$ cat config.mk
export PLATFORM = sky130hd
export DESIGN_NAME = step_sequencer
export DESIGN_NICKNAME = d
export VERILOG_FILES = /design/src/rtl/step_seq_pkg.sv /design/src/rtl/step_sequencer_pulse_timer.sv /design/src/rtl/step_sequencer.sv
export SDC_FILE = /design/constraint.sdc
export NUM_CORES = 1
export LEC_CHECK = 0
export CAP_MARGIN = 20
export CORE_ASPECT_RATIO = 0.5
export CORE_UTILIZATION = 59
export DETAILED_ROUTE_END_ITERATION = 16
export GPL_TIMING_DRIVEN = 0
export HOLD_SLACK_MARGIN = 0.12
export PLACE_DENSITY = 0.95
export SYNTH_ARGS = -nofsm -noshare
export SYNTH_HDL_FRONTEND = slang
export SYNTH_HIERARCHICAL = 1
export SYNTH_SLANG_ARGS = --single-unit
$ cat constraint.sdc
create_clock -name Clk -period 6.2 [get_ports Clk]
set_input_delay 1.24 -clock Clk [delete_from_list [all_inputs] [get_ports Clk]]
set_output_delay 1.24 -clock Clk [all_outputs]
set_load 0.02 [all_outputs]
$ cat src/rtl/step_seq_pkg.sv
// Shared types and helpers for the step_sequencer Run/Continue driver.
// Holds the sequencer state encoding, the ARM watchdog length and small helpers.
package step_seq_pkg;

    typedef enum logic [2:0] {
        IDLE,
        DELAY,
        RUN_P,
        GAP,
        ARM,
        CONT_P,
        DONE
    } seq_state_t;

    localparam int TIMEOUT_CYC = 1024;

    // A zero gap would let two pulses merge, so it is stretched to one cycle.
    function automatic int unsigned clamp_gap(input int unsigned g);
        return (g == 0) ? 32'd1 : g;
    endfunction

    function automatic int max_int(input int a, input int b);
        return (a > b) ? a : b;
    endfunction

endpackage

$ cat src/rtl/step_sequencer_pulse_timer.sv
// Loadable down-counter with a zero flag; times the start delay, pulse widths and gaps.
// A load takes priority over a decrement, and the count parks at zero.
module pulse_timer #(
    parameter int W = 16
) (
    input  logic         Clk,
    input  logic         Reset,
    input  logic         load,
    input  logic [W-1:0] load_val,
    input  logic         dec,
    output logic         zero
);

    logic [W-1:0] cnt_q;

    // NOTE: sequential state is updated with non-blocking assignments only, so every
    // flop samples pre-edge values regardless of process evaluation order.
    always_ff @(posedge Clk or posedge Reset) begin
        if (Reset) begin
            cnt_q <= '0;
        end else if (load) begin
            cnt_q <= load_val;
        end else if (dec && (cnt_q != '0)) begin
            cnt_q <= cnt_q - W'(1);
        end
    end

    assign zero = (cnt_q == '0);

endmodule

$ cat src/rtl/step_sequencer.sv
// Programmable Run/Continue pulse sequencer for the SLC-3 Run and Continue inputs.
// Define STEP_SEQ_TIMEOUT_EN to add a watchdog on the ARM wait and drive the timeout port.
module step_sequencer #(
    parameter int CNT_W      = 16,
    parameter int DLY_W      = 8,
    parameter int PULSE_W    = 1,
    parameter int WAIT_PAUSE = 1
) (
    input  logic             Clk,
    input  logic             Reset,
    input  logic             start,
    input  logic             abort,
    input  logic [DLY_W-1:0] run_delay,
    input  logic [CNT_W-1:0] step_count,
    input  logic [CNT_W-1:0] gap,
    input  logic             cpu_paused,
    output logic             Run,
    output logic             Continue,
    output logic             busy,
    output logic             done,
    output logic [CNT_W-1:0] steps_done,
    output logic             timeout
);

    import step_seq_pkg::*;

`ifdef STEP_SEQ_TIMEOUT_EN
    localparam int TMO_BITS = $clog2(TIMEOUT_CYC);
`else
    localparam int TMO_BITS = 1;
`endif
    localparam int PW_BITS = max_int($clog2(PULSE_W), 1);
    localparam int TMR_W   = max_int(max_int(CNT_W, DLY_W), max_int(TMO_BITS, PW_BITS));
    localparam logic [TMR_W-1:0] PULSE_LOAD = TMR_W'(PULSE_W - 1);

    seq_state_t       state_q, state_nxt;
    logic             run_q, run_nxt;
    logic             cont_q, cont_nxt;
    logic             busy_q, busy_nxt;
    logic             done_q, done_nxt;
    logic [CNT_W-1:0] steps_q, steps_nxt;
    logic [CNT_W-1:0] count_q;
    logic [CNT_W-1:0] gap_q;
    logic             accept;
    logic             fire_cont;
    logic             tmr_load;
    logic [TMR_W-1:0] tmr_val;
    logic             tmr_dec;
    logic             tmr_zero;
`ifdef STEP_SEQ_TIMEOUT_EN
    logic             tmo_q, tmo_nxt;
`endif

    pulse_timer #(
        .W (TMR_W)
    ) u_timer (
        .Clk      (Clk),
        .Reset    (Reset),
        .load     (tmr_load),
        .load_val (tmr_val),
        .dec      (tmr_dec),
        .zero     (tmr_zero)
    );

    // NOTE: every signal written here gets a default first, so no path through the
    // case statement can leave one unassigned and infer a latch.
    always_comb begin
        state_nxt = state_q;
        run_nxt   = run_q;
        cont_nxt  = cont_q;
        busy_nxt  = busy_q;
        done_nxt  = done_q;
        steps_nxt = steps_q;
        accept    = 1'b0;
        fire_cont = 1'b0;
        tmr_load  = 1'b0;
        tmr_val   = '0;
        tmr_dec   = 1'b0;
`ifdef STEP_SEQ_TIMEOUT_EN
        tmo_nxt   = tmo_q;
`endif

        if (abort) begin
            state_nxt = IDLE;
            run_nxt   = 1'b0;
            cont_nxt  = 1'b0;
            busy_nxt  = 1'b0;
            done_nxt  = 1'b0;
`ifdef STEP_SEQ_TIMEOUT_EN
            tmo_nxt   = 1'b0;
`endif
        end else begin
            case (state_q)
                IDLE, DONE: begin
                    if (start) begin
                        accept    = 1'b1;
                        state_nxt = DELAY;
                        busy_nxt  = 1'b1;
                        done_nxt  = 1'b0;
                        steps_nxt = '0;
                        tmr_load  = 1'b1;
                        tmr_val   = TMR_W'(run_delay);
`ifdef STEP_SEQ_TIMEOUT_EN
                        tmo_nxt   = 1'b0;
`endif
                    end
                end
                DELAY: begin
                    if (tmr_zero) begin
                        state_nxt = RUN_P;
                        run_nxt   = 1'b1;
                        tmr_load  = 1'b1;
                        tmr_val   = PULSE_LOAD;
                    end else begin
                        tmr_dec = 1'b1;
                    end
                end
                RUN_P: begin
                    if (tmr_zero) begin
                        state_nxt = GAP;
                        run_nxt   = 1'b0;
                        tmr_load  = 1'b1;
                        tmr_val   = TMR_W'(gap_q - CNT_W'(1));
                    end else begin
                        tmr_dec = 1'b1;
                    end
                end
                GAP: begin
                    if (!tmr_zero) begin
                        tmr_dec = 1'b1;
                    end else if (steps_q == count_q) begin
                        state_nxt = DONE;
                        busy_nxt  = 1'b0;
                        done_nxt  = 1'b1;
                    end else if (WAIT_PAUSE == 0) begin
                        fire_cont = 1'b1;
                    end else begin
                        state_nxt = ARM;
`ifdef STEP_SEQ_TIMEOUT_EN
                        tmr_load  = 1'b1;
                        tmr_val   = TMR_W'(TIMEOUT_CYC - 1);
`endif
                    end
                end
                ARM: begin
                    if (cpu_paused || (WAIT_PAUSE == 0)) begin
                        fire_cont = 1'b1;
                    end
`ifdef STEP_SEQ_TIMEOUT_EN
                    else if (tmr_zero) begin
                        state_nxt = DONE;
                        busy_nxt  = 1'b0;
                        done_nxt  = 1'b1;
                        tmo_nxt   = 1'b1;
                    end else begin
                        tmr_dec = 1'b1;
                    end
`endif
                end
                CONT_P: begin
                    if (tmr_zero) begin
                        state_nxt = GAP;
                        cont_nxt  = 1'b0;
                        tmr_load  = 1'b1;
                        tmr_val   = TMR_W'(gap_q - CNT_W'(1));
                    end else begin
                        tmr_dec = 1'b1;
                    end
                end
                default: begin
                    state_nxt = IDLE;
                    run_nxt   = 1'b0;
                    cont_nxt  = 1'b0;
                    busy_nxt  = 1'b0;
                    done_nxt  = 1'b0;
                end
            endcase

            // Continue only ever fires while steps_q < count_q, so the count cannot wrap.
            if (fire_cont) begin
                state_nxt = CONT_P;
                cont_nxt  = 1'b1;
                steps_nxt = steps_q + CNT_W'(1);
                tmr_load  = 1'b1;
                tmr_val   = PULSE_LOAD;
            end
        end
    end

    always_ff @(posedge Clk or posedge Reset) begin
        if (Reset) begin
            state_q <= IDLE;
            run_q   <= 1'b0;
            cont_q  <= 1'b0;
            busy_q  <= 1'b0;
            done_q  <= 1'b0;
            steps_q <= '0;
            count_q <= '0;
            gap_q   <= '0;
`ifdef STEP_SEQ_TIMEOUT_EN
            tmo_q   <= 1'b0;
`endif
        end else begin
            state_q <= state_nxt;
            run_q   <= run_nxt;
            cont_q  <= cont_nxt;
            busy_q  <= busy_nxt;
            done_q  <= done_nxt;
            steps_q <= steps_nxt;
`ifdef STEP_SEQ_TIMEOUT_EN
            tmo_q   <= tmo_nxt;
`endif
            if (accept) begin
                count_q <= step_count;
                gap_q   <= CNT_W'(clamp_gap(32'(gap)));
            end
        end
    end

    assign Run        = run_q;
    assign Continue   = cont_q;
    assign busy       = busy_q;
    assign done       = done_q;
    assign steps_done = steps_q;
`ifdef STEP_SEQ_TIMEOUT_EN
    assign timeout    = tmo_q;
`else
    assign timeout    = 1'b0;
`endif

endmodule

==> metrics.cfg <==
[run]
maxCapViolations=0

[global_route]
track_usage_pct=36.1
antenna_found_initial=0
grt_pass1_vias=4327
grt_pass1_wl_um=21300
grt.overflow.total=0
grt_max_degree=30

[clock_tree]
clk_pin_slew_ns=0.06
cts_tree=done
post_cts_buffers=0
hold_buffers=0
insertion_delay_ns=0.34
cts_sinks=71
ctsResizeCount=0
cts_root_buf=clkbuf_16
cts_max_level=3
clk_path_buf_depth=2
cts_inserted_buffers=9

[synthesis]
ys_seq_elements=71
synth.top_cell.area_share_pct=40.7
synth_area_leaders=dfrtp_1, nand2_1, xor2_1
yosysSeqAreaShare_pct=40.7
synth_edf_count=0
synth.distinct_cells=69
netlist_instances=509
syn_area_per_cell_um2=8.59
synth_flop_cell=dfrtp_1
yosysTopAreaCell=dfrtp_1
syn_area_um2=4370
ys_warn_count=6
synth_nets=557
ys_async_sr_fraction_pct=100

[routing]
drt-vias-per-instance=6.52
dr.first_iter.drc_count=740
avgRoutedWirePerCell_um=19.1
drt_first_pass_iters=5
drc=0
ant_nets=0
routed_wl_um=13000
vias=4440

[cells_and_area]
drive_gt1_share_pct=9.17
fin_nets=632
insertedDiodeCount=0
nFillCells=420
area_growth_pct=25.7

[timing]
setup_violations=0
finalCritPeriodShare_pct=64.2
relSlewSlack_pct=40.3
finalCriticalPeriod_ns=3.98
rsz0062_at_grt=no
tightestPinTransition_ns=0.891
max_freq_mhz=251
setup_tns_ns=0
skew_ns=0.00466
slew_violations=0
postLayoutSetupSlackWorst_ns=2.22
hold_viol=0

[floorplanning]
start_util_pct=63.2
dieArea_um2=7780
io-pin-count=66
coreArea_um2=6910
rows=21
die_x_um=124
die_h_um=62.9

[worst_setup_path]
cp_data_arrival_time_ns=4.18
cp-start-kind=register
worstSetupEndpointType=register
critical_path_class=register to register
cp_max_fo=10
cp.required_ns=6.40

[placed_design]
pre_cts_ws_ns=2.42
place_congestion=0.885
io_buffers=62
place_hpwl_um=8120

[pwr]
p_leak_nw=2.39
vdd_ir_drop_max_v=0.000204
powerDensity_nw_per_um2=371

[worst_hold_path]
hp-class=register to register

[status]
status=complete, no violations

routing by layer:
metal / GRT usage (%) / part of all wire, % / up-vias / wire length [um]
met3: 11.3 / 9.2 / 83 / 1200
li1: - / - / 1965 / -
met2: 57.3 / 47 / 315 / 6090
met4: 18.8 / 5.0 / 0 / 645
met1: 44.0 / 39 / 2077 / 5040
met5: 0 / 0 / - / 0
synth_stat cells (all sizes together) (8+ instances only):
master	number
nand3	8
nor3	16
o21ai	24
mux2i	13
xor2	21
a22o	11
dfrtp	71
nor2	38
xnor2	11
clkbuf	14
inv	15
or4	11
buf	16
nand4	15
a21oi	13
nor4	19
nand2b	10
nand2	100
kinds of logic (layout without fill, tap and decap cells):
logic type,count (synthesis),in the layout,synth area share (%)
compound gates,94,94,14.8
xor+xnor,32,32,6.41
fa+ha+maj,3,3,0.859
buf+inv,45,125,4.84
flops,71,71,40.7
mux,15,15,3.49
other cells,1,1,0.0858
simple gates,248,248,28.8
layout make-up:
cell class | count | area [um^2] | area share (%)
clock inverters | 5 | 104 | 1.89
inverters | 15 | 56.3 | 1.02
multi-input cells | 393 | 2380 | 43.4
flip-flops and latches | 71 | 1780 | 32.3
repair buffers | 64 | 651 | 11.8
well taps | 92 | 115 | 2.10
clock buffers | 11 | 253 | 4.60
plain buffers | 30 | 155 | 2.82
worst max-delay path, stage by stage (launching register included):
cell and delay, ns:
dfrtp_1 0.39, inv_1 0.10, ha_1 0.26, or4b_2 0.64, or4_4 0.44, inv_2 0.10
clkbuf_1 0.36, nand2b_1 0.18, o22ai_1 0.38, clkbuf_1 0.46, clkbuf_1 0.38, o21ai_0 0.15
power by group:
part | internal, mW | total (mW) | switching (mW)
Sequential | 0.601 | 0.754 | 0.153
Combinational | 0.283 | 0.663 | 0.380
Clock | 0.415 | 0.619 | 0.204
registers in the layout (all words and copies together) (netlist names):
signal         count
count_q           16
gap_q             16
steps_done        16
u_timer/cnt_q     16
state_q            3
Continue           1
Run                1
busy               1
done               1
per-stage QoR:
step | util (%) | cell area (um^2) | instances | power [mW] | hold slack, ns
after CTS | 79.5 | 5490 | 681 | 2.02 | 0.499
after floorplan | - | 4370 | 509 | 1.19 | 0.465
after global placement | 73.9 | 5110 | 663 | 1.34 | 0.480
after detailed placement | 74.3 | 5140 | 665 | 1.37 | 0.485
after global routing | 79.5 | 5490 | 681 | 2.14 | 0.525
final | 79.5 | 5490 | 681 | 2.04 | 0.499
final timing paths:
check                                  from  cells after the start  slack, ns                end
hold reg to reg                  count_q[7]                      2       0.50         count_q[7]
min in group asynchronous             Reset                      2       1.33                Run
setup / recovery           u_timer/cnt_q[0]                     11       2.22  u_timer/cnt_q[14]
max in group asynchronous             Reset                      3       4.31          gap_q[15]
setup reg to reg           u_timer/cnt_q[0]                     11       2.22  u_timer/cnt_q[14]
hold / removal                   count_q[7]                      2       0.50         count_q[7]
cell usage in the layout, fill, tap and decap left out, types with 5 or more instances in the layout:
master,netlist,final
dfrtp_1,71,71
nand4_1,15,15
nand2b_1,10,10
a22oi_1,6,6
clkbuf_1,13,13
buf_2,9,9
clkbuf_16,0,9
a21oi_1,13,13
a31oi_1,7,7
a22o_1,10,10
nand3_1,8,8
nor2b_1,5,5
nand2_1,100,100
xor2_1,21,21
clkdlybuf4s50_1,0,62
nor2_1,38,38
inv_1,14,13
o21ai_0,23,23
xnor2_1,11,11
nor3_1,15,15
or4_1,8,8
mux2i_1,13,13
nor4_1,18,18
No activity file was read; power rests on OpenSTA's default activity.
